## src/rtl/axi_arb_pkg.sv

```systemverilog
`default_nettype none
//==============================================================================
// Package  : axi_arb_pkg
// Brief    : Shared widths, FSM encodings and AXI constants for the 2x1 arbiter.
// Revision : 1.0
//==============================================================================
package axi_arb_pkg;

   localparam int unsigned c_ADDR_W = 32;
   localparam int unsigned c_DATA_W = 64;
   localparam int unsigned c_ID_W   = 4;
   localparam int unsigned c_STRB_W = c_DATA_W / 8;

   typedef enum logic [1:0] {
      BURST_FIXED = 2'b00,
      BURST_INCR  = 2'b01,
      BURST_WRAP  = 2'b10
   } burst_e;

   typedef enum logic [1:0] {
      R_IDLE = 2'd0,
      R_ADDR = 2'd1,
      R_DATA = 2'd2
   } rd_state_e;

   typedef enum logic [1:0] {
      W_IDLE = 2'd0,
      W_ACT  = 2'd1,
      W_RESP = 2'd2
   } wr_state_e;

   // Kind of the most recent grant; the opposite kind wins a read/write collision.
   typedef enum logic {
      KIND_READ  = 1'b0,
      KIND_WRITE = 1'b1
   } rw_kind_e;

endpackage
`default_nettype wire

```

## src/rtl/axi_arbiter_2x1_rr_arb2.sv

```systemverilog
`default_nettype none
//==============================================================================
// Module   : rr_arb2
// Brief    : Two-request round-robin picker; grant is an index, valid = any req.
// Revision : 1.0
//==============================================================================
module rr_arb2 (
   input  logic [1:0] req,
   input  logic       last,
   output logic       grant,
   output logic       valid
);

   assign valid = |req;
   assign grant = (&req) ? ~last : req[1];

endmodule
`default_nettype wire

```

## src/rtl/axi_arbiter_2x1.sv

```systemverilog
`default_nettype none
//==============================================================================
// Module   : axi_arbiter_2x1
// Brief    : 2-master to 1-slave AXI4 arbiter, one burst outstanding at a time.
// Revision : 1.0
//==============================================================================
module axi_arbiter_2x1
   import axi_arb_pkg::*;
#(
   parameter int ADDR_W = c_ADDR_W,
   parameter int DATA_W = c_DATA_W,
   parameter int ID_W   = c_ID_W
) (
   input  logic                aclk,
   input  logic                aresetn,
   // master 0 (instruction fetch)
   input  logic [ADDR_W-1:0]   s0_araddr,
   input  logic [ID_W-1:0]     s0_arid,
   input  logic [7:0]          s0_arlen,
   input  logic [2:0]          s0_arsize,
   input  logic [1:0]          s0_arburst,
   input  logic                s0_arvalid,
   output logic                s0_arready,
   output logic [ID_W-1:0]     s0_rid,
   output logic [DATA_W-1:0]   s0_rdata,
   output logic [1:0]          s0_rresp,
   output logic                s0_rlast,
   output logic                s0_rvalid,
   input  logic                s0_rready,
   input  logic [ADDR_W-1:0]   s0_awaddr,
   input  logic [ID_W-1:0]     s0_awid,
   input  logic [7:0]          s0_awlen,
   input  logic [2:0]          s0_awsize,
   input  logic [1:0]          s0_awburst,
   input  logic                s0_awvalid,
   output logic                s0_awready,
   input  logic [DATA_W-1:0]   s0_wdata,
   input  logic [DATA_W/8-1:0] s0_wstrb,
   input  logic                s0_wlast,
   input  logic                s0_wvalid,
   output logic                s0_wready,
   output logic [ID_W-1:0]     s0_bid,
   output logic [1:0]          s0_bresp,
   output logic                s0_bvalid,
   input  logic                s0_bready,
   // master 1 (load/store)
   input  logic [ADDR_W-1:0]   s1_araddr,
   input  logic [ID_W-1:0]     s1_arid,
   input  logic [7:0]          s1_arlen,
   input  logic [2:0]          s1_arsize,
   input  logic [1:0]          s1_arburst,
   input  logic                s1_arvalid,
   output logic                s1_arready,
   output logic [ID_W-1:0]     s1_rid,
   output logic [DATA_W-1:0]   s1_rdata,
   output logic [1:0]          s1_rresp,
   output logic                s1_rlast,
   output logic                s1_rvalid,
   input  logic                s1_rready,
   input  logic [ADDR_W-1:0]   s1_awaddr,
   input  logic [ID_W-1:0]     s1_awid,
   input  logic [7:0]          s1_awlen,
   input  logic [2:0]          s1_awsize,
   input  logic [1:0]          s1_awburst,
   input  logic                s1_awvalid,
   output logic                s1_awready,
   input  logic [DATA_W-1:0]   s1_wdata,
   input  logic [DATA_W/8-1:0] s1_wstrb,
   input  logic                s1_wlast,
   input  logic                s1_wvalid,
   output logic                s1_wready,
   output logic [ID_W-1:0]     s1_bid,
   output logic [1:0]          s1_bresp,
   output logic                s1_bvalid,
   input  logic                s1_bready,
   // slave side
   output logic [ADDR_W-1:0]   m_araddr,
   output logic [ID_W-1:0]     m_arid,
   output logic [7:0]          m_arlen,
   output logic [2:0]          m_arsize,
   output logic [1:0]          m_arburst,
   output logic                m_arvalid,
   input  logic                m_arready,
   input  logic [ID_W-1:0]     m_rid,
   input  logic [DATA_W-1:0]   m_rdata,
   input  logic [1:0]          m_rresp,
   input  logic                m_rlast,
   input  logic                m_rvalid,
   output logic                m_rready,
   output logic [ADDR_W-1:0]   m_awaddr,
   output logic [ID_W-1:0]     m_awid,
   output logic [7:0]          m_awlen,
   output logic [2:0]          m_awsize,
   output logic [1:0]          m_awburst,
   output logic                m_awvalid,
   input  logic                m_awready,
   output logic [DATA_W-1:0]   m_wdata,
   output logic [DATA_W/8-1:0] m_wstrb,
   output logic                m_wlast,
   output logic                m_wvalid,
   input  logic                m_wready,
   input  logic [ID_W-1:0]     m_bid,
   input  logic [1:0]          m_bresp,
   input  logic                m_bvalid,
   output logic                m_bready
);

   rd_state_e r_rd_state, w_rd_state_nxt;
   wr_state_e r_wr_state, w_wr_state_nxt;
   rw_kind_e  r_rw_last;
   logic      r_rg, r_wg, r_rr_rd, r_rr_wr, r_aw_done, r_w_done;

   logic w_rd_pick, w_rd_req, w_wr_pick, w_wr_req;
   logic w_both_idle, w_rd_start, w_wr_start;
   logic w_sel_arvalid, w_sel_rready, w_sel_awvalid, w_sel_wvalid, w_sel_wlast, w_sel_bready;
   logic w_ar_hs, w_r_end, w_aw_hs, w_w_last_hs, w_b_hs;

   rr_arb2 u_rd_pick (
      .req   ({s1_arvalid, s0_arvalid}),
      .last  (r_rr_rd),
      .grant (w_rd_pick),
      .valid (w_rd_req)
   );

   rr_arb2 u_wr_pick (
      .req   ({s1_awvalid, s0_awvalid}),
      .last  (r_rr_wr),
      .grant (w_wr_pick),
      .valid (w_wr_req)
   );

   // Only one transaction may be in flight at the slave, so both FSMs must be idle.
   assign w_both_idle = (r_rd_state == R_IDLE) && (r_wr_state == W_IDLE);
   assign w_rd_start  = w_both_idle && w_rd_req && (!w_wr_req || (r_rw_last == KIND_WRITE));
   assign w_wr_start  = w_both_idle && w_wr_req && (!w_rd_req || (r_rw_last == KIND_READ));

   assign w_sel_arvalid = r_rg ? s1_arvalid : s0_arvalid;
   assign w_sel_rready  = r_rg ? s1_rready  : s0_rready;
   assign w_sel_awvalid = r_wg ? s1_awvalid : s0_awvalid;
   assign w_sel_wvalid  = r_wg ? s1_wvalid  : s0_wvalid;
   assign w_sel_wlast   = r_wg ? s1_wlast   : s0_wlast;
   assign w_sel_bready  = r_wg ? s1_bready  : s0_bready;

   assign w_ar_hs     = (r_rd_state == R_ADDR) && w_sel_arvalid && m_arready;
   assign w_r_end     = (r_rd_state == R_DATA) && m_rvalid && w_sel_rready && m_rlast;
   assign w_aw_hs     = (r_wr_state == W_ACT) && !r_aw_done && w_sel_awvalid && m_awready;
   assign w_w_last_hs = (r_wr_state == W_ACT) && !r_w_done && w_sel_wvalid && m_wready && w_sel_wlast;
   assign w_b_hs      = (r_wr_state == W_RESP) && m_bvalid && w_sel_bready;

   always_ff @(posedge aclk or negedge aresetn) begin
      if (!aresetn) begin
         r_rd_state <= R_IDLE;
         r_wr_state <= W_IDLE;
         r_rw_last  <= KIND_WRITE;
         r_rg       <= 1'b0;
         r_wg       <= 1'b0;
         r_rr_rd    <= 1'b1;
         r_rr_wr    <= 1'b1;
         r_aw_done  <= 1'b0;
         r_w_done   <= 1'b0;
      end else begin
         r_rd_state <= w_rd_state_nxt;
         r_wr_state <= w_wr_state_nxt;
         if (w_rd_start) begin
            r_rg      <= w_rd_pick;
            r_rw_last <= KIND_READ;
         end
         if (w_wr_start) begin
            r_wg      <= w_wr_pick;
            r_rw_last <= KIND_WRITE;
         end
         if (w_r_end) r_rr_rd <= r_rg;
         if (w_b_hs) begin
            r_rr_wr   <= r_wg;
            r_aw_done <= 1'b0;
            r_w_done  <= 1'b0;
         end else begin
            if (w_aw_hs)     r_aw_done <= 1'b1;
            if (w_w_last_hs) r_w_done  <= 1'b1;
         end
      end
   end

   always_comb begin
      w_rd_state_nxt = r_rd_state;
      case (r_rd_state)
         R_IDLE:  if (w_rd_start) w_rd_state_nxt = R_ADDR;
         R_ADDR:  if (w_ar_hs)    w_rd_state_nxt = R_DATA;
         R_DATA:  if (w_r_end)    w_rd_state_nxt = R_IDLE;
         default: w_rd_state_nxt = R_IDLE;
      endcase
   end

   always_comb begin
      w_wr_state_nxt = r_wr_state;
      case (r_wr_state)
         W_IDLE:  if (w_wr_start) w_wr_state_nxt = W_ACT;
         W_ACT:   if ((r_aw_done || w_aw_hs) && (r_w_done || w_w_last_hs)) w_wr_state_nxt = W_RESP;
         W_RESP:  if (w_b_hs)     w_wr_state_nxt = W_IDLE;
         default: w_wr_state_nxt = W_IDLE;
      endcase
   end

   always_comb begin
      m_araddr = '0; m_arid = '0; m_arlen = '0; m_arsize = '0; m_arburst = '0;
      m_arvalid = 1'b0; m_rready = 1'b0;
      m_awaddr = '0; m_awid = '0; m_awlen = '0; m_awsize = '0; m_awburst = '0;
      m_awvalid = 1'b0;
      m_wdata = '0; m_wstrb = '0; m_wlast = 1'b0; m_wvalid = 1'b0; m_bready = 1'b0;
      s0_arready = 1'b0; s0_rid = '0; s0_rdata = '0; s0_rresp = '0; s0_rlast = 1'b0;
      s0_rvalid = 1'b0; s0_awready = 1'b0; s0_wready = 1'b0;
      s0_bid = '0; s0_bresp = '0; s0_bvalid = 1'b0;
      s1_arready = 1'b0; s1_rid = '0; s1_rdata = '0; s1_rresp = '0; s1_rlast = 1'b0;
      s1_rvalid = 1'b0; s1_awready = 1'b0; s1_wready = 1'b0;
      s1_bid = '0; s1_bresp = '0; s1_bvalid = 1'b0;

      if (r_rd_state == R_ADDR) begin
         m_araddr  = r_rg ? s1_araddr  : s0_araddr;
         m_arid    = r_rg ? s1_arid    : s0_arid;
         m_arlen   = r_rg ? s1_arlen   : s0_arlen;
         m_arsize  = r_rg ? s1_arsize  : s0_arsize;
         m_arburst = r_rg ? s1_arburst : s0_arburst;
         m_arvalid = w_sel_arvalid;
         if (r_rg) s1_arready = m_arready;
         else      s0_arready = m_arready;
      end

      if (r_rd_state == R_DATA) begin
         m_rready = w_sel_rready;
         if (r_rg) begin
            s1_rid = m_rid; s1_rdata = m_rdata; s1_rresp = m_rresp;
            s1_rlast = m_rlast; s1_rvalid = m_rvalid;
         end else begin
            s0_rid = m_rid; s0_rdata = m_rdata; s0_rresp = m_rresp;
            s0_rlast = m_rlast; s0_rvalid = m_rvalid;
         end
      end

      // AW and W run side by side; each channel is closed off once its handshake is done.
      if (r_wr_state == W_ACT) begin
         m_awaddr  = r_wg ? s1_awaddr  : s0_awaddr;
         m_awid    = r_wg ? s1_awid    : s0_awid;
         m_awlen   = r_wg ? s1_awlen   : s0_awlen;
         m_awsize  = r_wg ? s1_awsize  : s0_awsize;
         m_awburst = r_wg ? s1_awburst : s0_awburst;
         m_awvalid = w_sel_awvalid && !r_aw_done;
         m_wdata   = r_wg ? s1_wdata : s0_wdata;
         m_wstrb   = r_wg ? s1_wstrb : s0_wstrb;
         m_wlast   = w_sel_wlast;
         m_wvalid  = w_sel_wvalid && !r_w_done;
         if (r_wg) begin
            s1_awready = m_awready && !r_aw_done;
            s1_wready  = m_wready && !r_w_done;
         end else begin
            s0_awready = m_awready && !r_aw_done;
            s0_wready  = m_wready && !r_w_done;
         end
      end

      if (r_wr_state == W_RESP) begin
         m_bready = w_sel_bready;
         if (r_wg) begin
            s1_bid = m_bid; s1_bresp = m_bresp; s1_bvalid = m_bvalid;
         end else begin
            s0_bid = m_bid; s0_bresp = m_bresp; s0_bvalid = m_bvalid;
         end
      end
   end

endmodule
`default_nettype wire

```

## config.mk

```make
export PLATFORM = sky130hd
export DESIGN_NAME = axi_arbiter_2x1
export DESIGN_NICKNAME = d
export VERILOG_FILES = /design/src/rtl/axi_arb_pkg.sv /design/src/rtl/axi_arbiter_2x1_rr_arb2.sv /design/src/rtl/axi_arbiter_2x1.sv
export SDC_FILE = /design/constraint.sdc
export NUM_CORES = 1
export LEC_CHECK = 0
export BUFFER_PORTS_ARGS = -buffer_cell sky130_fd_sc_hd__buf_2
export CORE_AREA = 2 2 303 305
export DETAILED_ROUTE_END_ITERATION = 16
export DIE_AREA = 0 0 305 307
export SYNTH_ARGS = -nofsm -noshare
export SYNTH_HDL_FRONTEND = slang
export SYNTH_SLANG_ARGS = --single-unit
export TNS_END_PERCENT = 100
```

## constraint.sdc

```tcl
create_clock -name aclk -period 1.5 [get_ports aclk]
set_input_delay 0.075 -clock aclk [delete_from_list [all_inputs] [get_ports aclk]]
set_output_delay 0.075 -clock aclk [all_outputs]
set_load 0.1 [all_outputs]
```

* After elaboration in Yosys (flattened, before gate mapping) *
Index checks and enable logic that the tools add are counted.

operators by class
  equal/unequal tests = 10
  mux-type cells = 96
  bitwise gates (word level) = 3
  reductions and logical operators = 43

operators by type and width
  cell                  number
  $mux W64              6
  $mux W32              4
  $mux W4               12
  $mux W8               6
  $mux W1               44
  $mux W2               18
  $logic_and A1 B1 Y1   24
  $mux W3               4
  $ne A2 B2 Y1 const B  6
  $pmux W2 S3           2
  $reduce_and A3 Y1     2
  $reduce_bool A2 Y1    3
  $eq A2 B1 Y1 const B  2
  $eq A2 B2 Y1 const B  2
  $logic_not A1 Y1      4
  $logic_not A2 Y1      2
  $logic_or A1 B1 Y1    4
  $reduce_and A2 Y1     2
  $reduce_or A2 Y1      2
  $not A1 Y1            3

storage, ports and cells
  register bits after elaboration = 11
  input bits = 436
  output and inout port bits = 340
  logic and storage cells = 161

* Depth between registers and ports, before layout *
  depth in word-level cells = 9
  mapped depth = 6
  gate-level depth less buffers = 3

* Modules after synthesis *
Synthesis repeated with hierarchy kept, for this count alone.

unflattened totals
  cell total of the unflattened synthesis = 523
  area, all modules = 3722.3 um2

modules (own cells, without submodules)
  module           instances  cells each  area each (um2)
  axi_arbiter_2x1  1          519         3694.8
  rr_arb2          2          2           13.8

* Worst setup path before layout *
OpenSTA, ideal clock, no wires.

  kind = register to output
  start = register r_wr_state[1]
  end = output m_wvalid
  arrival = 2729 ps
  required time = 1425 ps
  slack = -1304 ps
  stages on the path, launching flop included = 4
  buffers on the path = 1
  cells stage by stage = dfrtp_1 > nand2b_1 > buf_6 > nor3_1

between the ends
  longest elaborated chain between the ends = 2

RTL lines
  what                    RTL line                source
  start, declared         axi_arbiter_2x1.sv:109  wr_state_e r_wr_state, w_wr_state_nxt;
  start signal, assigned  axi_arbiter_2x1.sv:163  r_wr_state <= w_wr_state_nxt;
  $eq A2 B1 Y1            axi_arbiter_2x1.sv:240  if (r_wr_state == W_ACT) begin
  $mux W1                 axi_arbiter_2x1.sv:240
  end, declared           axi_arbiter_2x1.sv:100  output logic m_wvalid,

Every way passes these cells.

* Worst setup path in the final report *
  start = register r_wr_state[1]
  end = output m_wdata[30]

between the ends
  longest elaborated chain between the ends = 2

RTL lines
  what           RTL line                source
  $eq A2 B1 Y1   axi_arbiter_2x1.sv:240
  $mux W64       axi_arbiter_2x1.sv:240
  end, declared  axi_arbiter_2x1.sv:97   output logic [DATA_W-1:0] m_wdata,

Every way passes these cells.

==> flow_metrics.tcl <==
set metrics [dict create \
    critPathRequiredTime_ps 1420 \
    holdPathStages 3 \
    overflow 0 \
    ys_warn_count 0 \
    reg2regPathDepth 4 \
    crit_start "r_wr_state[1]$_DFFE_PN0P_" \
    track_usage 0.119 \
    synth_most_common_cell "a22o_1" \
    syn_area_um2 3710 \
    antenna_found_initial 87 \
    crit_path_top_delay_cell "dfrtp_1" \
    cp-start-kind "flop" \
    insertion_delay_ps 230 \
    setup_ws_ps -292 \
    critPathArrivalTime_ps 1720 \
    routed_via_density 3.14 \
    avgSynthCellArea_um2 7.13 \
    drtPass1Iterations 6 \
    wl_per_cell_um 23.0 \
    path_delay_family "buffers and inverters" \
    num_io_pins 776 \
    area_growth_syn_to_layout_pct 371 \
    cpPeakStageDelay_ps 390 \
    ir_drop_uv 1370 \
    fmax_ghz 0.558 \
    crit_chain "nand2b_4, nor2_4, buf_12, buf_16, a22o_4, buf_12" \
    die_h_um 307 \
    grt_pass1_wl_um 75200 \
    drt_iter0_drc 333 \
    cts_sinks 11 \
    power_frac_clock 0.012 \
    initial_core_util 0.0409 \
    synthFlopType "dfrtp_1" \
    synth_top_cell_by_area "a22o_1" \
    min_path_type "in2reg" \
    violations "negative setup slack" \
    r2r-start "r_rd_state[0]$_DFFE_PN0P_" \
    finalNonFillerCells 2556 \
    ys_seq_area_frac 0.0751 \
    hold_viol_final 0 \
    via_count 8020 \
    final_util 0.193 \
    ys_async_sr_fraction 1.00 \
    row_count 111 \
    finalInstanceArea_um2 17500 \
    p_per_area_nw_per_um2 2260 \
    yosysUniqueCellTypes 34 \
    worstMarginPinSlew_ps 383 \
    placedCellCount 2518 \
    p_int_mw 15.5 \
    routed_wl_um 58800 \
    io_buffers 775 \
    finClkSkew_ps 2.07 \
    period_share 1.19 \
    synth_edf_count 0 \
    pwr-share-comb 0.971 \
    h-tree-depth 1 \
    grt_max_degree 73 \
    worst_hold_path.endpoint "r_wg$_DFFE_PN0P_" \
    p_sw_mw 24.1 \
    end_kind "primary output" \
    critPathKind "reg2out" \
    r2r-end "r_wr_state[0]$_DFFE_PN0P_" \
    switching_share 0.609 \
    clock_path_buffers 2 \
    pre_cts_ws_ps -131 \
    seq_power_share 0.016 \
    total_power_mw 39.6 \
    path_max_fanout 18 \
    cts_made_buffers 3 \
    worst_path_most_repeated_cell "buf_12" \
    hp-start "s1_awvalid" \
    core_um2 90700 \
    dieWidth_um 305 \
    cts_tree "done" \
    setup_violations 343 \
    drv_slew 0 \
    synthTopCellsByArea "a22o_1, mux2i_1, and2_1" \
    relSlewSlack 0.737 \
    grt_pass1_vias 8195 \
    dpl_cell_area_um2 17000 \
    clkSlewWorstSetupHoldPaths_ps 40 \
    fill_cells 9850 \
    ys_top_cells_by_count "a22o_1, and2_1, and3_1" \
    postSynthCellCount 521 \
    hpwlAfterDp_um 54900 \
    syn_nets 957 \
    gp_congestion 0.950 \
    drc 0 \
    setup_tns_ps -67370 \
    cp.depth 6 \
    regArea_um2 285 \
    max_cap_violations 0 \
    timing.critical_path.buf_inv 3 \
    status "finished, violations left" \
    multi_input_area_um2 5260 \
    rsz0062_at_grt "yes" \
    drive_gt1_frac 0.930 \
    fin_nets 1789 \
    hold_ws_ps 126 \
    netlist.area_leader.share 0.288 \
    power.leakage_nw 7.79 \
    ys_ff_latch 11 \
    regToRegSetupSlack_ps -100 \
    ant_nets 0 \
    cts.root.buffer_cell "clkbuf_16" \
    die-area_um2 93600 \
    min_period_ps 1790 \
]
## power groups by stage
stage / clock, mW / sequential (mW) / combinational, mW
floorplan: 0 / 0.567 / 24.0
global placement: 0 / 0.661 / 37.8
detailed placement: 0 / 0.658 / 37.9
CTS: 0.495 / 0.651 / 38.7
global route: 0.511 / 0.669 / 39.6
finish: 0.482 / 0.647 / 38.5
## cell usage in the layout, fill, tap and decap left out, drive strengths merged, types with 2 or more instances in the layout
cell    instances
and2           86
nor2           65
buf           887
clkbuf          6
mux2            3
o21ai           6
nor2b           4
nor3            4
and3           74
nand4           2
nand2b          5
a22o          122
mux2i          54
diode          18
dfstp           3
nand2           6
inv             3
dfrtp           8
## worst max-delay path by stage
stage and endpoint:
2_1_floorplan s1_awready, 3_3_place_gp m_wdata[30], 3_5_place_dp m_wdata[30], 4_1_cts m_wdata[30], 5_1_grt m_wdata[30], 6_report m_wdata[30]
## tightest hold or removal path: stages
cell     delay (ps)
buf_2           100
nand4_1          60
o21ai_0          80
## area by class of cell
type                    count  area share
flip-flops and latches     11      0.0163
well taps                1186      0.0848
inverters                   3    0.000644
multi-input cells         444       0.301
diodes                     18     0.00257
clock buffers               4     0.00451
repair buffers            890       0.591
## flip-flops by register name, summed over array words and instances, names as in the netlist
register / cells
r_rd_state: 2
r_wr_state: 2
r_aw_done: 1
r_rg: 1
r_rr_rd: 1
r_rr_wr: 1
r_rw_last: 1
r_w_done: 1
r_wg: 1
## kinds of logic (layout without fill, tap and decap cells)
| logic type | count (synthesis) | count (layout) | share of synthesized area |
|---|---|---|---|
| AND/OR/NAND/NOR | 249 | 249 | 0.373 |
| AO/OA/AOI/OAI | 138 | 138 | 0.318 |
| buffers and inverters | 66 | 897 | 0.0788 |
| multiplexers | 57 | 57 | 0.155 |
| flip-flops | 11 | 11 | 0.0751 |
| other | 0 | 18 | 0 |
## routing by layer
metal	wire length [µm]	part of all wire	vias to the layer above	global-route usage
met4	1540	0.026	46	0.0218
met1	22300	0.38	3656	0.137
met5	322	0.0055	-	0
met2	28200	0.48	558	0.204
met3	6400	0.11	138	0.0524
li1	-	-	3622	-
## repair_timing
action	in CTS	in global routing
gates cloned	2	2
hold buffers	1	0
buffers inserted	11	0
endpoints found under the setup margin	342	346
pin swaps	36	26
endpoints found under the hold margin	8	0
gates resized for setup	43	4
Note: power is estimated with default switching activity, not from simulation.
